===== config.mk =====
export PLATFORM = sky130hd
export DESIGN_NAME = tx_frame_sequencer
export DESIGN_NICKNAME = d
export VERILOG_FILES = /design/src/rtl/tx_frame_sequencer.sv
export SDC_FILE = /design/constraint.sdc
export NUM_CORES = 1
export LEC_CHECK = 0
export BUFFER_PORTS_ARGS = -buffer_cell sky130_fd_sc_hd__buf_2
export CORE_UTILIZATION = 54
export DETAILED_ROUTE_END_ITERATION = 12
export GPL_TIMING_DRIVEN = 0
export MAX_ROUTING_LAYER = met4
export PLACE_DENSITY_LB_ADDON = 0.15
export SETUP_SLACK_MARGIN = 0.3
export SLEW_MARGIN = 25
export SYNTH_ARGS = -nofsm -noshare
export SYNTH_HDL_FRONTEND = slang
export SYNTH_SLANG_ARGS = --single-unit

===== constraint.sdc =====
create_clock -name clk -period 3.1 [get_ports clk]
set_input_delay 0.62 -clock clk [delete_from_list [all_inputs] [get_ports clk]]
set_output_delay 0.62 -clock clk [all_outputs]
set_load 0.01 [all_outputs]

===== src/rtl/tx_frame_sequencer.sv =====
// tx_frame_sequencer: builds an Ethernet-style transmit frame around a client
// payload stream: preamble, SFD, payload, optional pad, externally computed FCS
// and an enforced inter-frame gap.
// The payload bytes and the pad bytes are forwarded to an external CRC unit.
// The FCS that this unit returns is latched and sent LSB first.
// Build option: define TX_PAD_EN to pad short frames up to MIN_PAYLOAD bytes.
// Without TX_PAD_EN, short frames go straight to the FCS unpadded.
// Output timing: every output except tx_ready is registered. An accepted
// payload byte therefore appears on the outputs one cycle after acceptance.
// The first PAYLOAD cycle carries no byte because nothing has been accepted yet.

module tx_frame_sequencer #(
    parameter int MIN_PAYLOAD = 46,
    parameter int IFG_BYTES   = 12,
    parameter int CRC_TIMEOUT = 4
) (
    input  logic        clk,
    input  logic        rst,
    input  logic        tx_start,
    input  logic [7:0]  tx_data,
    input  logic        tx_valid,
    input  logic        tx_last,
    output logic        tx_ready,
    output logic [7:0]  mac_data,
    output logic        mac_valid,
    output logic [7:0]  crc_data,
    output logic        crc_valid,
    output logic        crc_en,
    input  logic [31:0] crc_in,
    input  logic        crc_done_in,
    output logic        tx_busy,
    output logic        tx_done,
    output logic        tx_error
);

    localparam logic [2:0] IDLE_ST     = 3'd0;
    localparam logic [2:0] PREAMBLE_ST = 3'd1;
    localparam logic [2:0] SFD_ST      = 3'd2;
    localparam logic [2:0] PAYLOAD_ST  = 3'd3;
`ifdef TX_PAD_EN
    localparam logic [2:0] PAD_ST      = 3'd4;
    localparam logic [11:0] MIN_C      = 12'(MIN_PAYLOAD);
`endif
    localparam logic [2:0] CRC_WAIT_ST = 3'd5;
    localparam logic [2:0] FCS_ST      = 3'd6;
    localparam logic [2:0] IFG_ST      = 3'd7;

    localparam logic [15:0] PRE_LAST_C  = 16'd6;
    localparam logic [15:0] FCS_LAST_C  = 16'd3;
    localparam logic [15:0] WAIT_LAST_C = 16'(CRC_TIMEOUT - 1);
    localparam logic [15:0] IFG_LAST_C  = 16'(IFG_BYTES - 1);
    localparam logic [10:0] CNT_MAX_C   = 11'h7FF;

    localparam logic [7:0] PREAMBLE_BYTE_C = 8'h55;
    localparam logic [7:0] SFD_BYTE_C      = 8'hD5;

    // Byte counter increment that sticks at its maximum value.
    function automatic logic [10:0] sat_inc(input logic [10:0] cnt);
        logic [10:0] res;
        if (cnt == CNT_MAX_C) begin
            res = cnt;
        end else begin
            res = cnt + 11'd1;
        end
        return res;
    endfunction

    // Selects an FCS byte: index 0 is the least significant byte.
    function automatic logic [7:0] fcs_byte(input logic [31:0] crc, input logic [1:0] idx);
        logic [7:0] res;
        case (idx)
            2'd0:    res = crc[7:0];
            2'd1:    res = crc[15:8];
            2'd2:    res = crc[23:16];
            2'd3:    res = crc[31:24];
            default: res = 8'h00;
        endcase
        return res;
    endfunction

    logic [2:0]  state_r, state_s;
    logic [15:0] step_r, step_s;
    logic [10:0] byte_cnt_r, byte_cnt_s, byte_inc_s;
    logic [31:0] crc_r, crc_s;
    logic [7:0]  mac_data_r, mac_data_s;
    logic        mac_valid_r, mac_valid_s;
    logic [7:0]  crc_data_r, crc_data_s;
    logic        crc_valid_r, crc_valid_s;
    logic        crc_en_r, crc_en_s;
    logic        tx_busy_r;
    logic        tx_done_r, tx_done_s;
    logic        tx_error_r, tx_error_s;

    assign tx_ready  = (state_r == PAYLOAD_ST);
    assign mac_data  = mac_data_r;
    assign mac_valid = mac_valid_r;
    assign crc_data  = crc_data_r;
    assign crc_valid = crc_valid_r;
    assign crc_en    = crc_en_r;
    assign tx_busy   = tx_busy_r;
    assign tx_done   = tx_done_r;
    assign tx_error  = tx_error_r;

    // Next-state and next-output decode; the outputs are what the next edge loads.
    always_comb begin
        state_s     = state_r;
        step_s      = step_r;
        byte_cnt_s  = byte_cnt_r;
        byte_inc_s  = sat_inc(byte_cnt_r);
        crc_s       = crc_r;
        mac_data_s  = 8'h00;
        mac_valid_s = 1'b0;
        crc_data_s  = 8'h00;
        crc_valid_s = 1'b0;
        crc_en_s    = 1'b0;
        tx_done_s   = 1'b0;
        tx_error_s  = 1'b0;

        case (state_r)
            IDLE_ST: begin
                if (tx_start) begin
                    state_s     = PREAMBLE_ST;
                    step_s      = 16'd0;
                    byte_cnt_s  = 11'd0;
                    mac_data_s  = PREAMBLE_BYTE_C;
                    mac_valid_s = 1'b1;
                end else begin
                    state_s = IDLE_ST;
                end
            end
            PREAMBLE_ST: begin
                mac_valid_s = 1'b1;
                if (step_r == PRE_LAST_C) begin
                    state_s    = SFD_ST;
                    step_s     = 16'd0;
                    mac_data_s = SFD_BYTE_C;
                end else begin
                    step_s     = step_r + 16'd1;
                    mac_data_s = PREAMBLE_BYTE_C;
                end
            end
            SFD_ST: begin
                state_s = PAYLOAD_ST;
                step_s  = 16'd0;
            end
            PAYLOAD_ST: begin
                if (tx_valid) begin
                    mac_data_s  = tx_data;
                    mac_valid_s = 1'b1;
                    crc_data_s  = tx_data;
                    crc_valid_s = 1'b1;
                    crc_en_s    = 1'b1;
                    byte_cnt_s  = byte_inc_s;
                    if (tx_last) begin
                        step_s = 16'd0;
`ifdef TX_PAD_EN
                        if ({1'b0, byte_inc_s} < MIN_C) begin
                            state_s = PAD_ST;
                        end else begin
                            state_s = CRC_WAIT_ST;
                        end
`else
                        state_s = CRC_WAIT_ST;
`endif
                    end else begin
                        state_s = PAYLOAD_ST;
                    end
                end else begin
                    // Underrun: the frame is abandoned and no FCS is sent.
                    tx_error_s = 1'b1;
                    state_s    = IFG_ST;
                    step_s     = 16'd0;
                end
            end
`ifdef TX_PAD_EN
            PAD_ST: begin
                mac_valid_s = 1'b1;
                crc_valid_s = 1'b1;
                crc_en_s    = 1'b1;
                byte_cnt_s  = byte_inc_s;
                if ({1'b0, byte_inc_s} >= MIN_C) begin
                    state_s = CRC_WAIT_ST;
                    step_s  = 16'd0;
                end else begin
                    state_s = PAD_ST;
                end
            end
`endif
            CRC_WAIT_ST: begin
                if (crc_done_in) begin
                    crc_s       = crc_in;
                    mac_data_s  = crc_in[7:0];
                    mac_valid_s = 1'b1;
                    state_s     = FCS_ST;
                    step_s      = 16'd0;
                end else if (step_r == WAIT_LAST_C) begin
                    tx_error_s = 1'b1;
                    state_s    = IFG_ST;
                    step_s     = 16'd0;
                end else begin
                    step_s = step_r + 16'd1;
                end
            end
            FCS_ST: begin
                if (step_r == FCS_LAST_C) begin
                    tx_done_s = 1'b1;
                    state_s   = IFG_ST;
                    step_s    = 16'd0;
                end else begin
                    mac_data_s  = fcs_byte(crc_r, step_r[1:0] + 2'd1);
                    mac_valid_s = 1'b1;
                    step_s      = step_r + 16'd1;
                end
            end
            IFG_ST: begin
                if (step_r == IFG_LAST_C) begin
                    state_s = IDLE_ST;
                    step_s  = 16'd0;
                end else begin
                    step_s = step_r + 16'd1;
                end
            end
            default: begin
                state_s = IDLE_ST;
                step_s  = 16'd0;
            end
        endcase
    end

    // State, counters, latched FCS and all registered outputs.
    always_ff @(posedge clk) begin
        if (rst) begin
            state_r     <= IDLE_ST;
            step_r      <= 16'd0;
            byte_cnt_r  <= 11'd0;
            crc_r       <= 32'd0;
            mac_data_r  <= 8'h00;
            mac_valid_r <= 1'b0;
            crc_data_r  <= 8'h00;
            crc_valid_r <= 1'b0;
            crc_en_r    <= 1'b0;
            tx_busy_r   <= 1'b0;
            tx_done_r   <= 1'b0;
            tx_error_r  <= 1'b0;
        end else begin
            state_r     <= state_s;
            step_r      <= step_s;
            byte_cnt_r  <= byte_cnt_s;
            crc_r       <= crc_s;
            mac_data_r  <= mac_data_s;
            mac_valid_r <= mac_valid_s;
            crc_data_r  <= crc_data_s;
            crc_valid_r <= crc_valid_s;
            crc_en_r    <= crc_en_s;
            tx_busy_r   <= (state_s != IDLE_ST);
            tx_done_r   <= tx_done_s;
            tx_error_r  <= tx_error_s;
        end
    end

endmodule


# [After elaboration in Yosys (flattened, before gate mapping)]
# Cells that the tools add are included.
# Widths: inputs -> output; s select.
[totals] reg_bits=72 in_bits=46 out_inout_bits=23 elab_cells=67
[classes] add_sub_neg=2 eq_ne=14 mux=32 n_bitwise=2 n_reduce_logical=7
[ops] cell="$mux 16" count=7
[ops] cell="$pmux 16 s6" count=1
[ops] cell="$pmux 8 s5" count=1
[ops] cell="$mux 8" count=4
[ops] cell="$pmux 8 s4" count=1
[ops] cell="$pmux 3 s7" count=1
[ops] cell="$mux 3" count=6
[ops] cell="$add 16x1->16 const B" count=1
[ops] cell="$eq 16x2->1 const B" count=1
[ops] cell="$eq 16x3->1 const B" count=1
[ops] cell="$eq 16x4->1 const B" count=1
[ops] cell="$eq 3x3->1 const B" count=3
[ops] cell="$mux 1" count=8
[ops] cell="$mux 7" count=1
[ops] cell="$eq 3x2->1 const B" count=2
[ops] cell="$pmux 1 s5" count=1
[ops] cell="$eq 2x2->1 const B" count=2
[ops] cell="$reduce_and 2->1" count=2
[ops] cell="$reduce_or 2->1" count=2
[ops] cell="$eq 3x1->1 const B" count=1
[ops] cell="$logic_not 3->1" count=1
[ops] cell="$ne 3x3->1 const B" count=1
[ops] cell="$reduce_bool 3->1" count=1
[ops] cell="$add 2x1->2 const B" count=1
[ops] cell="5 further kinds" count=6

# [Logic depth before layout (Yosys ltp)]
# Gate-level depths: netlist of the first run.
[logic_depth] word_depth=5 depth_mapped=9 ltp_nobuf=7

# [Least setup slack after synthesis of the first run]
# No wires, ideal clock.
[synth_path] path_type="register to register" startpoint="register step_r[0]" endpoint="register step_r[10]" setup_time_ns=0.117 arrival_time_ns=2.187 t_required_ns=2.983 slack_ns=0.795 path_stages_with_launch=9 period_less_slack_ns=2.305 cell_sequence="dfxtp_1 > ha_1 > clkbuf_1 > or3b_2 > nor4_4 > nor3b_1 > o31ai_2 > buf_2 > nor2_1"
[synth_via] elab_chain_cells=4
[synth_rtl] element="start, declared" line_no="82" rtl="logic [15:0] step_r, step_s;"
[synth_rtl] element="start signal, assigned" line_no="247" rtl="step_r <= step_s;"
[synth_rtl] element="$add 16x1->16 or $eq 16x2->1 (tied branches)"
[synth_rtl] element="$mux 16" line_no="196, 205"
[synth_rtl] element="$mux 16" line_no="190" rtl="if (crc_done_in) begin"
[synth_rtl] element="$pmux 16 s6 (*)" line_no="119" rtl="case (state_r)"
# Every way passes the cells marked *; elsewhere a longest branch is shown, timed or not.
# A chain may end at the register's enable or synchronous reset.

# [Worst setup path in the final report of the first run]
[layout_path] startpoint="register step_r[0]" endpoint="register step_r[4]"
# Same word-level chain as after synthesis.

==> results of run 1 <==
logic make-up (layout without fill, tap and decap cells):
group                      after synthesis  in the layout  share of synthesized area (%)
adders and majority gates                5              5                           1.98
and+or+nand+nor                        178            178                           28.0
DFF                                     72             72                           45.6
AOI/OAI and AO/OA                       79             79                           16.5
xor gates and xnor gates                14             14                           3.88
buffers and inverters                   33            118                           4.07
tightest hold or removal path, cell delays in order (launching register included):
cell and delay, ns:
dfxtp_1 0.31, nand2_1 0.05, a21oi_1 0.05
power by group through the flow:
stage	clock network [mW]	registers [mW]	logic (mW)
global placement	0	0.961	0.109
CTS	0.791	0.939	0.113
global route	0.828	0.940	0.126
finish	0.783	0.939	0.115
floorplan	0	0.963	0.0522
detailed placement	0	0.961	0.111
area by class of cell:
class | count | area, sq um
Clock buffer | 11 | 151
Clock inverter | 5 | 63.8
Sequential cell | 72 | 1440
Timing Repair Buffer | 69 | 348
Buffer | 25 | 100
Multi-Input combinational cell | 276 | 1590
Tap cell | 72 | 90.1
Inverter | 8 | 30.0
Fill cell | 478 | 1760
layer usage:
layer | wire length, microns | global-route usage (%) | up-vias
met5 | 0 | - | -
met4 | 89 | 9.63 | 0
met3 | 487 | 4.53 | 10
met2 | 3550 | 42.7 | 111
met1 | 3390 | 31.9 | 1371
li1 | - | - | 1501
placed cells by master (no fill, tap or decap), types with 7 or more instances in the layout:
master / netlist / layout
xnor2_1: 8 / 8
buf_2: 1 / 69
a21oi_1: 37 / 37
dfxtp_1: 72 / 72
inv_1: 8 / 8
a222oi_1: 11 / 11
and3_1: 12 / 12
clkbuf_1: 23 / 22
nor2_1: 24 / 24
o21ai_1: 7 / 7
nand2_1: 92 / 92
clkbuf_8: 0 / 11
state kept, by name, summed over array words and instances (netlist names):
signal	flops
mac_valid	1
step_r	16
crc_en	1
tx_done	1
crc_r	32
tx_busy	1
tx_error	1
mac_data	8
crc_data	8
state_r	3
worst max-delay path by stage:
| stage | start | endpoint |
|---|---|---|
| after floorplan | step_r[0]$_SDFFE_PP0P_ | step_r[10]$_SDFFE_PP0P_ |
| after global placement | step_r[0]$_SDFFE_PP0P_ | step_r[13]$_SDFFE_PP0P_ |
| after detailed placement | step_r[0]$_SDFFE_PP0P_ | step_r[4]$_SDFFE_PP0P_ |
| after CTS | step_r[0]$_SDFFE_PP0P_ | step_r[4]$_SDFFE_PP0P_ |
| after global routing | step_r[0]$_SDFFE_PP0P_ | step_r[4]$_SDFFE_PP0P_ |
| final | step_r[0]$_SDFFE_PP0P_ | step_r[4]$_SDFFE_PP0P_ |
timing repair:
| action | 4_1_cts | 5_1_grt |
|---|---|---|
| setup buffers | 0 | 1 |
| endpoints found under the setup margin | 10 | 10 |
| gates resized for setup | 1 | 0 |
| pin swaps | 0 | 1 |
through the flow:
| step | cells | power, mW | hold WS (ns) |
|---|---|---|---|
| 4_1_cts | 537 | 1.84 | 0.459 |
| 6_report | 538 | 1.84 | 0.458 |
| 2_1_floorplan | 381 | 1.02 | 0.436 |
| 5_1_grt | 538 | 1.89 | 0.478 |
| 3_5_place_dp | 521 | 1.07 | 0.448 |
| 3_3_place_gp | 521 | 1.07 | 0.442 |
==> run metrics, run 1 <==
status finished, final reports clean; register share of total power 51.1%; dominant cells by area after synthesis dfxtp_1 (46%), nand2_1 (11%), a21oi_1 (5.9%), a222oi_1 (3.5%), nor2_1 (2.8%); layout cells sized above 1 21.0%; # setup viols final 0; Setup Slack @ Placement 0.253 ns; Hold Vio Cnt, Final 0; vias around 3000; Clock Skews 0.0107 ns; Synth-to-Final Area Change 20.7%; Final Instance Area 3820 sq um; CP max-delay cell or3b_2; CP Cell Sequence ha_1 > clkbuf_2 > or3b_2 > nor4_4 > nor3b_1 > o31ai_2 > buf_2 > nor2_1; IO Count 69; Max-cap violations 0; hold path endpoint crc_r[30]$_SDFFE_PP0P_; switching power 437 uW; RSZ-0062 raised after global routing no; Power Density between 400 and 500 nW/um^2; Arrival @ worst endpoint about 2.8 ns; Startpoint Class register; Port Buffers 68; Comb power frac 6.3%; Mapped Cells approximately 380; synthesized cell area 3160 sq um; Peak VDD IR 323 uV; htree depth 3; Util after Layout about two thirds; share of power burned in the clock network 42.6%; First DRT Iteration DRCs 219; Yosys top cell by area dfxtp_1; Main synth FF type dfxtp_1; Nets around 510; Tot GR Track Use approximately a quarter; post-synth top area share a little under half; nature of the critical path endpoint register; Synth cell types 45; initial antenna violation count 0; delay-heaviest family, CP simple AND/OR/NAND/NOR gates; Num CTS Buffers 9; chip width 78.6 microns; clock slew at reported path FFs ~0.080 ns; slew at the pin closest to its max-slew limit 0.951 ns; #FFs+latches synth 72; reg-to-reg startpoint step_r[0]$_SDFFE_PP0P_; CP Class reg2reg; Seq/Total Area, Yosys 45.6%; Slew HR a little over a third; hold depth 2; Total Wirelength 7520 microns; final worst slack slightly below 0.5 ns; Syn Area/Cell just over 8 sq um; RR Endpoint step_r[4]$_SDFFE_PP0P_; min-delay src crc_r[30]$_SDFFE_PP0P_; vias in the first global route 2679; Core ar. 5570 sq um; post-route ant nets 0; CTS root buf clkbuf_8; critical path depth 8; most frequent cell after synthesis nand2_1; CTS tree built; # rows 27; clock sinks 72; switching share of power 23.8%; drt via density about 5.6; first-pass GRT wire length around 12000 microns; Synth top cells by count nand2_1 (92), dfxtp_1 (72), a21oi_1 (37); clock latency on the worst-skew pair 0.34 ns; Synthesized Nets 432; CTS Hold Bufs 0; CP max stage delay about 0.5 ns; max-slew violation count 0; GPL Wtd Cong approximately 0.87; Internal Pwr Total between 1 and 1.5 mW; Initial Utilization 56.8%; die height 78.6 microns; Max Fclk 384 MHz; final worst-path cycle share between 80% and 90%; setup TNS 0 ns; EDFF count, synth 0; DP Wirelength 5310 microns; flop2flop setup slack 0.49 ns; LEAKAGE 1.45 nW; dpl cell area 3590 sq um; reg2reg path depth 8; CP max FO 10; TritonRoute pass-1 iters 7; ys async rst share 0%; WP buf/inv 2; clock buffer depth 2; fin crit period 2.61 ns; largest net degree at the start of global routing 14; Die ar. 6170 sq um; grt ovf 0; antenna fix cells 0; DRC Markers 0; synth warn 0; WP data required 3.33 ns; HP Class reg2reg; routed length per instance 14.0 microns
Note: power is estimated with default switching activity, not from simulation.
==> run 2: changes to the inputs <==
==> constraint.sdc (replaced) <==
create_clock -name clk -period 2.7 [get_ports clk]
set_input_delay 0.54 -clock clk [delete_from_list [all_inputs] [get_ports clk]]
set_output_delay 0.54 -clock clk [all_outputs]
set_load 0.01 [all_outputs]
==> run 2 against run 1 <==
Non-clock buffer count up 6. Critical path type unchanged. Worst hold slack worse by 0.031 ns. Clock skew is essentially flat. Wire length up 4.4%. Clock power rose by 15%. Critical path depth unchanged. Largest power group unchanged. Global-route usage increased by 0.53 points. Final area increased by 2.6%. Die area unchanged.
==> run metrics, run 2 (synthesis results as in run 1) <==
status finished, final reports clean; GPL Wtd Cong 0.874 (unchanged); Initial Utilization 56.8% (unchanged); Num CTS Buffers 9 (unchanged); DP Wirelength 5310 microns (unchanged); hold depth 3 (+1); die height 78.6 microns (unchanged); post-route ant nets 0 (unchanged); clock buffer depth 2 (unchanged); largest net degree at the start of global routing 14 (unchanged); IO Count 69 (unchanged); LEAKAGE 1.49 nW (+2.8%); WP buf/inv 2 (unchanged); CP max FO 9 (-1); reg2reg path depth 8 (unchanged); Max Fclk 432 MHz (+13%); WP data required 2.93 ns (-0.40 ns); grt ovf 0 (unchanged); Total Wirelength 7850 microns (+4.4%); antenna fix cells 0 (unchanged); reg-to-reg startpoint step_r[0]$_SDFFE_PP0P_; RR Endpoint tx_busy$_SDFF_PP0_; DP Cell Count 521 (unchanged); TritonRoute pass-1 iters 5 (-2); max-slew violation count 0 (unchanged); Crit. Startpoint step_r[0]$_SDFFE_PP0P_; CTS root buf clkbuf_8; Largest regs crc_r (32), step_r (16); fin crit period 2.31 ns (-0.292 ns); Nets 518 (+1.2%); clock latency on the worst-skew pair 0.34 ns (about the same); First DRT Iteration DRCs 234 (+6.8%); # rows 27 (unchanged); Synth-to-Final Area Change 23.8%; CP Class reg2reg; Clock Skews 0.0109 ns (+0.000228 ns); first-pass GRT wire length 12400 microns (+1.9%); Arrival @ worst endpoint 2.55 ns (-0.28 ns); min-delay src crc_in[11]; Port Buffers 68 (unchanged); nature of the critical path endpoint register; drt via density 5.57 (+0.19%); critical path depth 8 (unchanged); slew at the pin closest to its max-slew limit 0.672 ns (-0.279 ns); final worst-path cycle share 85.7% (+1.6 points); vias in the first global route 2733 (+2.0%); Max-cap violations 0 (unchanged); HP Class in2reg; htree depth 3 (unchanged); most frequent cells in the layout nand2_1 (92), dfxtp_1 (70), buf_2 (69), a21oi_1 (37), nor2_1 (24); hold path endpoint crc_r[11]$_SDFFE_PP0P_; Largest register FFs 32 (unchanged); largest register by flop count crc_r; CTS Hold Bufs 0 (unchanged); DRC Markers 0 (unchanged); delay-heaviest family, CP simple AND/OR/NAND/NOR gates; Slew HR 55.0% (+19 points); CTS tree built; Tot GR Track Use 26.6% (+0.53 points); Util after Layout 70.3% (+1.8 points); routed length per instance 14.4 microns (+3.2%); CP max-delay cell o41a_1; initial antenna violation count 0 (unchanged); Power Density 542 nW/um^2 (+13%); RSZ-0062 raised after global routing no; commonest non-fill, non-tap cell in the layout nand2_1; # setup viols final 0 (unchanged); CP max stage delay 0.45 ns (-0.05 ns); Peak VDD IR 365 uV (+13%); flop2flop setup slack 0.39 ns (-0.11 ns); Core ar. 5570 sq um (unchanged); CP Cell Sequence inv_1 > ha_1 > buf_4 > nand3b_1 > nor4_4 > o22ai_4 > o41a_1 > or2_1; chip width 78.6 microns (unchanged); Die ar. 6170 sq um (unchanged); vias 3032 (+1.3%); clock slew at reported path FFs 0.08 ns (about the same); Hold Vio Cnt, Final 0 (unchanged); clock sinks 72 (unchanged); layout cells sized above 1 23.1% (+2.1 points); Finished Layout Cells 544 (+1.1%); power after layout 2.12 mW (+16%); Startpoint Class register
-- run 2: through the flow --
step                hold WS, ns  instance area, sq um  setup TNS, ns  worst slack (ns)
finish                    0.428                  3920              0             0.387
CTS                       0.421                  3870              0             0.309
global route              0.426                  3920              0             0.298
floorplan                 0.436                  3160              0             0.395
detailed placement        0.448                  3590          -1.31            -0.147
global placement          0.442                  3590         -0.310           -0.0334
-- run 2: area by class of cell --
type | instances | area, sq um
fill | 460 | 1660
multi-input combinational | 276 | 1630
sequential | 72 | 1450
timing repair buffer | 75 | 390
clock buffer | 11 | 151
buffer | 25 | 115
tap | 72 | 90.1
clock inverter | 5 | 63.8
inverter | 8 | 30.0
-- run 2: worst reg2reg max path, cell delays in order, from the launching register on --
cell and delay [ns]:
dfxtp_4 0.37, inv_1 0.09, ha_1 0.16, buf_4 0.17
nand3b_1 0.16, nor4_4 0.44, o22ai_4 0.16, o41a_1 0.45
or2_1 0.21
-- run 2: worst max-delay path by stage --
stage / end
finish: tx_busy$_SDFF_PP0_
global route: tx_busy$_SDFF_PP0_
CTS: tx_busy$_SDFF_PP0_
detailed placement: step_r[4]$_SDFFE_PP0P_
global placement: step_r[13]$_SDFFE_PP0P_
floorplan: step_r[10]$_SDFFE_PP0P_
-- run 2: where the power goes --
part | switching, mW | total [mW] | internal, mW
Sequential | 0.00722 | 1.08 | 1.07
Combinational | 0.0854 | 0.146 | 0.0606
Clock | 0.415 | 0.898 | 0.484
Total | 0.507 | 2.12 | 1.62
-- run 2: timing repair --
| action | CTS | global route |
|---|---|---|
| pin swaps | 2 | 3 |
| buffers inserted | 3 | 3 |
| resized for setup | 11 | 8 |
| gates cloned | 1 | 0 |
| endpoints found under the setup margin | 20 | 21 |
-- run 2: metal layers --
metal | up-vias | global-route usage, % | share of wire (%) | wire [microns]
li1 | 1507 | - | - | -
met2 | 111 | 43.5 | 48 | 3740
met4 | 0 | 10.4 | 1.6 | 128
met1 | 1400 | 32.5 | 45 | 3550
met3 | 14 | 4.53 | 5.6 | 438
met5 | - | - | 0 | 0
==> run 3: changes to the inputs <==
==> constraint.sdc (replaced) <==
create_clock -name clk -period 2.2 [get_ports clk]
set_input_delay 0.44 -clock clk [delete_from_list [all_inputs] [get_ports clk]]
set_output_delay 0.44 -clock clk [all_outputs]
set_load 0.01 [all_outputs]
==> run 3 against run 2 <==
Sequential power increased by 22%. Core utilization increased by 3.5 points. Maximum frequency increased by 7.0%. Non-clock buffer count increased by 10. Cell count increased by 1.7%. Critical path depth decreased by 2. Sequential share of layout area decreased by 1.5 points. Setup slack got worse by 0.35 ns. Critical endpoint is now step_r[5]$_SDFFE_PP0P_. Largest cell class unchanged.
==> run metrics, run 3 (synthesis results as in run 1) <==
IO Count 69 (unchanged); largest net degree at the start of global routing 13 (-1); Nets 528 (+1.9%); Peak VDD IR 445 uV (+22%); # setup viols final 0 (unchanged); Hold Vio Cnt, Final 0 (unchanged); Largest regs crc_r (32), step_r (16); TritonRoute pass-1 iters 7 (+2); vias in the first global route 2786 (+1.9%); layout cells sized above 1 31.4% (+8.3 points); clock slew at reported path FFs 0.08 ns (about the same); Finished Layout Cells 553 (+1.7%); WP data required 2.43 ns (-0.50 ns); fin crit period 2.16 ns (-0.151 ns); vias 3140 (+3.6%); max-slew violation count 0 (unchanged); Die ar. 6170 sq um (unchanged); slew at the pin closest to its max-slew limit 0.859 ns (+0.187 ns); Largest register FFs 32 (unchanged); Total Wirelength 8290 microns (+5.6%); Slew HR 42.5% (-13 points); hold slack 0.314 ns (-0.114 ns); Startpoint Class register; DP Wirelength 5390 microns (+1.6%); CP Class reg2reg; antenna fix cells 0 (unchanged); drt via density 5.68 (+1.9%); area occupied by multi-input gates 1730 sq um (+6.1%); clock sinks 72 (unchanged); First DRT Iteration DRCs 235 (+0.43%); status finished, final reports clean; LEAKAGE 1.60 nW (+7.2%); largest register by flop count crc_r; Clock Skews 0.00977 ns (-0.00114 ns); clock latency on the worst-skew pair 0.35 ns (about the same); DP Cell Count 521 (unchanged); Tot GR Track Use 27.6% (+1.1 points); Max-cap violations 0 (unchanged); RSZ-0062 raised after global routing yes; clock buffer depth 2 (unchanged); Power Density 624 nW/um^2 (+15%); Num CTS Buffers 9 (unchanged); DRC Markers 0 (unchanged); # rows 27 (unchanged); nature of the critical path endpoint register; Reg area 1460 sq um (+0.61%); power after layout 2.57 mW (+21%); die height 78.6 microns (unchanged); GPL Wtd Cong 0.877 (+0.39%); commonest non-fill, non-tap cell in the layout nand2_1; HP Class in2reg; Max Fclk 462 MHz (+7.0%); first-pass GRT wire length 13000 microns (+4.8%); initial antenna violation count 0 (unchanged); final worst-path cycle share 98.3% (+13 points); CTS Hold Bufs 0 (unchanged); Filler cells 417 (-9.3%); most frequent cells in the layout nand2_1 (90), buf_2 (69), dfxtp_1 (65), a21oi_1 (37), nor2_1 (20); Initial Utilization 56.8% (unchanged); grt ovf 0 (unchanged); Arrival @ worst endpoint 2.40 ns (-0.15 ns); routed length per instance 15.0 microns (+3.9%); Core ar. 5570 sq um (unchanged); htree depth 3 (unchanged); post-route ant nets 0 (unchanged); CTS tree built; Port Buffers 68 (unchanged); chip width 78.6 microns (unchanged); CP max FO 5 (-4); CTS root buf clkbuf_8; Util after Layout 73.8% (+3.5 points); Synth-to-Final Area Change 29.9%
run 3: worst paths after layout:
check / from / to / slack (ns) / depth (start not counted)
setup reg to reg: step_r[8]$_SDFFE_PP0P_ / step_r[5]$_SDFFE_PP0P_ / 0.04 / 6
hold reg to reg: crc_r[22]$_SDFFE_PP0P_ / crc_r[22]$_SDFFE_PP0P_ / 0.46 / 2
hold / removal: crc_in[9] / crc_r[9]$_SDFFE_PP0P_ / 0.31 / 3
setup / recovery: step_r[8]$_SDFFE_PP0P_ / step_r[5]$_SDFFE_PP0P_ / 0.04 / 6
run 3: report_power, final:
| part | internal (mW) | leakage (nW) | switching (mW) |
|---|---|---|---|
| sequential | 1.31 | 0.586 | 0.00875 |
| clock | 0.547 | 0.0947 | 0.500 |
| combinational | 0.0844 | 0.921 | 0.113 |
| total | 1.95 | 1.60 | 0.621 |
run 3: area by class of cell:
type / count / area share, %
plain buffers: 25 / 3.38
clock buffers: 10 / 3.35
clock inverters: 5 / 1.37
inverters: 8 / 0.730
multi-input cells: 276 / 42.0
flip-flops and latches: 72 / 35.4
well taps: 72 / 2.19
repair buffers: 85 / 11.6
run 3: through the flow:
stage                     area [sq um]  setup TNS, ns  worst slack (ns)
after CTS                         3980              0            0.0408
after global placement            3640          -1.37            -0.137
after global routing              4110        -0.0340           -0.0124
final                             4110              0            0.0375
after detailed placement          3640          -1.61            -0.163
after floorplan                   3210              0            0.0989
run 3: what timing repair did:
action	4_1_cts	5_1_grt
buffers inserted	11	5
resized for setup	19	41
endpoints found under the setup margin	38	65
cloned	1	0
pin swaps	11	13
run 3: per-layer routing:
metal	up-vias	share of wire [%]	global-route usage, %
li1	1533	-	-
met1	1456	43	35.3
met5	-	0	-
met4	0	1.3	8.33
met2	139	48	42.3
met3	12	8.0	7.79
run 3: worst max-delay path, cell delays in order, from the launching register on:
cell     delay (ns)
dfxtp_2        0.34
or4_4          0.58
nor4_4         0.38
o22ai_4        0.15
o31ai_4        0.38
buf_6          0.18
nor2_1         0.05
